[src/rtl/puf_helper_gen_if.sv]
// Go/Done handshake and data bundle for the PUF helper-data generator.
// The controller drives the master side; puf_helper_gen takes the slave side.
interface puf_helper_gen_if;
    logic         Enc_Go;
    logic [255:0] data_in;
    logic         Enc_Busy;
    logic         Enc_Done;
    logic [0:95]  o_helper;

    modport master (
        output Enc_Go,
        output data_in,
        input  Enc_Busy,
        input  Enc_Done,
        input  o_helper
    );

    modport slave (
        input  Enc_Go,
        input  data_in,
        output Enc_Busy,
        output Enc_Done,
        output o_helper
    );
endinterface

[src/rtl/puf_helper_gen.sv]
// Enrollment helper generator: 12-bit CRC remainder per 32-bit response chunk.
// Optional macro HELPER_RESTART_EN: Enc_Go during SHIFT aborts and restarts.
module puf_helper_gen #(
    parameter int          BITS_PER_CYCLE = 1,
    parameter logic [11:0] POLY           = 12'h80F
) (
    input logic              clk,
    input logic              Resetn,
    puf_helper_gen_if.slave  bus
);

    localparam logic [4:0] LAST_BEAT = 5'(32 / BITS_PER_CYCLE - 1);

    typedef enum logic [1:0] {
        S_IDLE,
        S_SHIFT,
        S_DONE
    } state_t;

    state_t        r_state;
    state_t        w_state_next;
    logic [255:0]  r_sr;
    logic [11:0]   r_rem;
    logic [2:0]    r_chunk;
    logic [4:0]    r_bitcnt;
    logic [0:95]   r_work;
    logic [0:95]   r_helper;
    logic [11:0]   w_rem_step;
    logic          w_last_beat;
    logic          w_last_chunk;
    logic          w_restart;
    logic          w_load;

    assign w_last_beat  = (r_bitcnt == LAST_BEAT);
    assign w_last_chunk = (r_chunk == 3'd7);

`ifdef HELPER_RESTART_EN
    assign w_restart = (r_state == S_SHIFT) && bus.Enc_Go;
`else
    assign w_restart = 1'b0;
`endif

    assign w_load = ((r_state == S_IDLE) && bus.Enc_Go) || w_restart;

    assign bus.Enc_Busy = (r_state != S_IDLE);
    assign bus.Enc_Done = (r_state == S_DONE);
    assign bus.o_helper = r_helper;

    // Unrolled LFSR divider: consume BITS_PER_CYCLE chunk bits, MSB first.
    always_comb begin
        w_rem_step = r_rem;
        for (int j = 0; j < BITS_PER_CYCLE; j++) begin
            w_rem_step = {w_rem_step[10:0], 1'b0}
                       ^ ((r_sr[31-j] ^ w_rem_step[11]) ? POLY : 12'h0);
        end
    end

    // State register.
    always_ff @(posedge clk or negedge Resetn) begin
        if (!Resetn) begin
            r_state <= S_IDLE;
        end else begin
            r_state <= w_state_next;
        end
    end

    // Next-state logic: IDLE -> SHIFT -> DONE -> IDLE.
    always_comb begin
        w_state_next = r_state;
        unique case (r_state)
            S_IDLE: begin
                if (bus.Enc_Go) begin
                    w_state_next = S_SHIFT;
                end
            end
            S_SHIFT: begin
                if (w_restart) begin
                    w_state_next = S_SHIFT;
                end else if (w_last_beat && w_last_chunk) begin
                    w_state_next = S_DONE;
                end
            end
            S_DONE: begin
                w_state_next = S_IDLE;
            end
            default: begin
                w_state_next = S_IDLE;
            end
        endcase
    end

    // Datapath: shift the response, collect slots, publish all 96 bits at once.
    always_ff @(posedge clk or negedge Resetn) begin
        if (!Resetn) begin
            r_sr     <= '0;
            r_rem    <= '0;
            r_chunk  <= '0;
            r_bitcnt <= '0;
            r_work   <= '0;
            r_helper <= '0;
        end else if (w_load) begin
            r_sr     <= bus.data_in;
            r_rem    <= '0;
            r_chunk  <= '0;
            r_bitcnt <= '0;
        end else if (r_state == S_SHIFT) begin
            if (w_last_beat) begin
                r_work[12*int'(r_chunk) +: 12] <= w_rem_step;
                r_rem    <= '0;
                r_chunk  <= r_chunk + 3'd1;
                r_bitcnt <= '0;
                r_sr     <= r_sr >> 32;
                if (w_last_chunk) begin
                    r_helper <= {r_work[0:83], w_rem_step};
                end
            end else begin
                r_rem    <= w_rem_step;
                r_bitcnt <= r_bitcnt + 5'd1;
                r_sr     <= {r_sr[255:32], r_sr[31:0] << BITS_PER_CYCLE};
            end
        end
    end

endmodule
[src/flat_wrapper.sv]
// flat-port wrapper written by rule: the top's interface ports become plain ports
module puf_helper_gen_flat 
#(
    parameter int          BITS_PER_CYCLE = 1,
    parameter logic [11:0] POLY           = 12'h80F
)
  (clk, Resetn, bus_Enc_Go, bus_data_in, bus_Enc_Busy, bus_Enc_Done, bus_o_helper);
  puf_helper_gen_if bus_i ();
  input logic clk;
  input logic Resetn;
  input wire logic [$bits(bus_i.Enc_Go)-1:0] bus_Enc_Go;
  input wire logic [$bits(bus_i.data_in)-1:0] bus_data_in;
  output wire logic [$bits(bus_i.Enc_Busy)-1:0] bus_Enc_Busy;
  output wire logic [$bits(bus_i.Enc_Done)-1:0] bus_Enc_Done;
  output wire logic [$bits(bus_i.o_helper)-1:0] bus_o_helper;
  assign bus_i.Enc_Go = bus_Enc_Go;
  assign bus_i.data_in = bus_data_in;
  assign bus_Enc_Busy = bus_i.Enc_Busy;
  assign bus_Enc_Done = bus_i.Enc_Done;
  assign bus_o_helper = bus_i.o_helper;
  puf_helper_gen #(.BITS_PER_CYCLE(BITS_PER_CYCLE), .POLY(POLY)) u_core (.clk(clk), .Resetn(Resetn), .bus(bus_i));
endmodule
[config.mk]
export PLATFORM = sky130hd
export DESIGN_NAME = puf_helper_gen_flat
export DESIGN_NICKNAME = d
export VERILOG_FILES = /design/src/rtl/puf_helper_gen_if.sv /design/src/rtl/puf_helper_gen.sv /design/src/flat_wrapper.sv
export SDC_FILE = /design/constraint.sdc
export NUM_CORES = 1
export LEC_CHECK = 0
export ABC_CLOCK_PERIOD_IN_PS = 3100
export CORE_MARGIN = 2
export CORE_UTILIZATION = 35
export DETAILED_ROUTE_END_ITERATION = 16
export SYNTH_ARGS = -nofsm -noshare
export SYNTH_HDL_FRONTEND = slang
export SYNTH_SLANG_ARGS = --single-unit
[constraint.sdc]
create_clock -name clk -period 3.1 [get_ports clk]
set_input_delay 0.93 -clock clk [delete_from_list [all_inputs] [get_ports clk]]
set_output_delay 0.93 -clock clk [all_outputs]
set_load 0.005 [all_outputs]
==> summary.md, run 1 <==
| Metric | Value |
|---|---|
| Reg-to-reg startpoint | `u_core.r_chunk[0]$_DFFE_PN0P_` |
| Clk slew on worst S/H paths | `0.06 ns` |
| Post-CTS Setup Bufs | `0` |
| Arrival time worst endpoint | `3.36 ns` |
| Switching share of power | `0.316` |
| Buffers on Ports | `356` |
| Pwr dens | `738 nW/um2` |
| Final Max Tran Viols | `0` |
| Seq cells post-synth | `458` |
| Layout Nets | `2330` |
| Worst-Skew Late Latency | `0.59 ns` |
| Slew HR | `0.454` |
| Sequential power share | `0.468` |
| Number of global-route vias before repair | `14500` |
| Final hold violations | `0` |
| P&R area growth vs syn | `31.1%` |
| Final Cycle Share | `0.937` |
| DR WL met2 | `25600 um` |
| Commonest non-fill, non-tap cells in the layout | `dfrtp_1 (458), clkdlybuf4s50_1 (355), nand2_1 (250), o21ai_0 (239), mux2i_1 (235)` |
| Startpoint types | `register` |
| Final WL | `55500 um` |
| Routability cong. | `0.891` |
| Int Pwr | `0.0134 W` |
| Share of layout cells above drive strength 1 | `0.159` |
| Max frequency | `344 MHz` |
| Largest net degree at the start of global routing | `100` |
| Post-synth top flop | `dfrtp_1` |
| Syn Nets | `1983` |
| Register area share after synthesis | `0.568` |
| Die X | `244 um` |
| Drt wl/cell | `19.3 um` |
| Initial DRC count | `801` |
| Yosys warnings | `0` |
| GRT Overall Usage | `0.186` |
| Cell leakage power | `12.6 nW` |
| Post-synth EDFFs | `0` |
| Met1 Wirelength | `25100 um` |
| Antenna-violating nets left | `0` |
| Clk root buf | `clkbuf_16` |
| Fin Clk Skew | `0.0229 ns` |
| Hold buffer count at cts | `0` |
| Final setup fails | `0` |
| Full die area | `59600 um2` |
| Die Height | `244 um` |
| Syn Area/Cell | `11.8 um2` |
| Cts bufs inserted | `50` |
| Via count | `14200` |
| Result of the run | `complete, no violations` |
| Grt ovf | `0` |
| Synthesized cell area | `20200 um2` |
| Met3 WL | `3180 um` |
| Crit path from | `u_core.r_chunk[0]$_DFFE_PN0P_` |
| Critical Path RT | `3.55 ns` |
| Worst slew pin tran | `0.819 ns` |
| Crit path kind | `reg -> reg` |
| Site row count | `88` |
| Min Tclk post-route | `2.91 ns` |
| DRC | `0` |
| I/O pins | `357` |
| Comb power frac | `0.229` |
| Clock Sink Count | `458` |
| Cells after synthesis | `1713` |
| Drt via density | `4.94` |
| Distinct cells, synth | `47` |
| Initial antenna violation count | `23` |
| Starting Density | `0.352` |
| Global-route wire length before repair | `86500 um` |
| CTS max path bufs | `3` |
| Drt first pass iters | `5` |
| Worst VDD drop | `409 uV` |
| Maximum fanout along the worst path | `24` |
| Final core occ | `0.461` |
| HPWL after detailed placement | `40400 um` |
| H-tree Lvls | `2` |
| RSZ-0062 raised after global routing | `false` |
| Highest routed layer | `met5` |
| Most common cell after layout, fill and taps aside | `dfrtp_1` |
| HP Class | `in -> async` |
| Post_cts resized | `0` |
| Clock tree from TritonCTS | `yes` |
| Maxcap violations | `0` |
| Part of the power in the clock network | `0.303` |
| Setup TNS | `0 ns` |
| Core area | `57400 um2` |
| Switching power | `0.00616 W` |
| Setup crit end kind | `register` |
| Async set-or-reset flop fraction in the synthesized netlist | `1.00` |
power groups by stage:
stage / sequential, W / combinational, W / clock (W)
floorplan: 0.00858 / 0.00301 / 0
global placement: 0.00917 / 0.00431 / 0
detailed placement: 0.00923 / 0.00445 / 0
CTS: 0.00913 / 0.00448 / 0.00608
global route: 0.00938 / 0.00499 / 0.00634
finish: 0.00914 / 0.00447 / 0.00591
cell families (layout without fill, tap and decap cells):
family	Yosys count	count (layout)	share of synthesized area
flip-flops	458	458	0.568
AO/OA/AOI/OAI	352	352	0.0994
other	0	13	0
adder cells (fa/ha/maj)	11	11	0.00719
buffers and inverters	121	505	0.0268
XOR/XNOR	11	11	0.00849
multiplexers	413	413	0.216
AND/OR/NAND/NOR	347	347	0.0745
synth_stat cells (all sizes together), types with 3 or more instances:
library cell | instances | area [um2]
buf | 53 | 287
nand3 | 11 | 60.1
or2 | 3 | 18.8
xor2 | 4 | 50.1
a22o | 47 | 412
a21oi | 37 | 193
nor4 | 4 | 67.6
nor2b | 4 | 25.0
nand4 | 4 | 31.3
mux2 | 178 | 2000
o22ai | 17 | 106
xor3 | 4 | 95.1
ha | 10 | 125
a21o | 4 | 30.0
dfrtp | 458 | 11500
nor3 | 13 | 91.3
nand2 | 250 | 938
mux2i | 235 | 2350
nor2 | 43 | 161
clkbuf | 59 | 221
inv | 8 | 30.0
nand2b | 8 | 50.1
xnor2 | 3 | 26.3
o21ai | 239 | 1200
area by class of cell:
cell class	count	area, um2
diodes	13	32.5
clock buffers	71	1430
clock inverters	18	205
fillers	5194	30900
inverters	9	33.8
multi-input cells	1134	8200
flip-flops and latches	458	11500
well taps	765	957
repair buffers	407	4150
stage by stage:
stage | power (W) | hold WS, ns | std cells | cell area [um2] | worst slack, ns
floorplan | 0.0116 | 0.443 | 1713 | 20200 | 0.491
global placement | 0.0135 | 0.463 | 2773 | 24800 | 0.321
detailed placement | 0.0137 | 0.473 | 2773 | 24800 | 0.288
CTS | 0.0197 | 0.348 | 2862 | 26400 | 0.257
global route | 0.0207 | 0.366 | 2873 | 26500 | 0.0720
finish | 0.0195 | 0.341 | 2875 | 26500 | 0.194
critical path, stage by stage (launching register included):
cell and delay [ns]:
dfrtp_1 0.38, buf_4 0.22, ha_1 0.32, a21oi_2 0.48, nand2_1 0.43, nor4_4 0.53
mux2_2 0.40
layer usage:
layer,global-route usage,up-vias
li1,-,6781
met1,0.252,6950
met2,0.291,350
met3,0.0442,110
met4,0.0665,22
met5,0,-
registers in the layout, indices dropped and copies added (netlist names):
signal / cells
u_core.r_chunk: 3
u_core.r_sr: 256
u_core.r_work: 84
u_core.bus.o_helper: 96
u_core.r_state: 2
u_core.r_bitcnt: 5
u_core.r_rem: 12
final timing paths:
kind                                                            end  slack [ns]  cells past startpoint
worst max-delay path                  u_core.r_work[24]$_DFFE_PN0P_        0.19                      6
worst min register to register       u_core.r_bitcnt[3]$_DFFE_PN0P_        0.48                      1
worst max register to register        u_core.r_work[24]$_DFFE_PN0P_        0.19                      6
min in group clk                     u_core.r_bitcnt[3]$_DFFE_PN0P_        0.48                      1
max in group asynchronous       u_core.bus.o_helper[27]$_DFFE_PN0P_        1.85                      2
worst min-delay path                   u_core.r_sr[131]$_DFFE_PN0P_        0.34                      1
No activity file was read; power rests on OpenSTA's default activity.
==> run 2, diff against run 1 <==
GPL_ROUTABILITY_DRIVEN = 1   (was unset)
==> results of run 2 <==
Same layout as run 1: the final DEF is identical, and so are final timing and power.
==> run 3, diff against run 2 <==
SKIP_CTS_REPAIR_TIMING = 1   (was unset)
==> results of run 3 <==
Same layout as run 1: the final DEF is identical, and so are final timing and power.
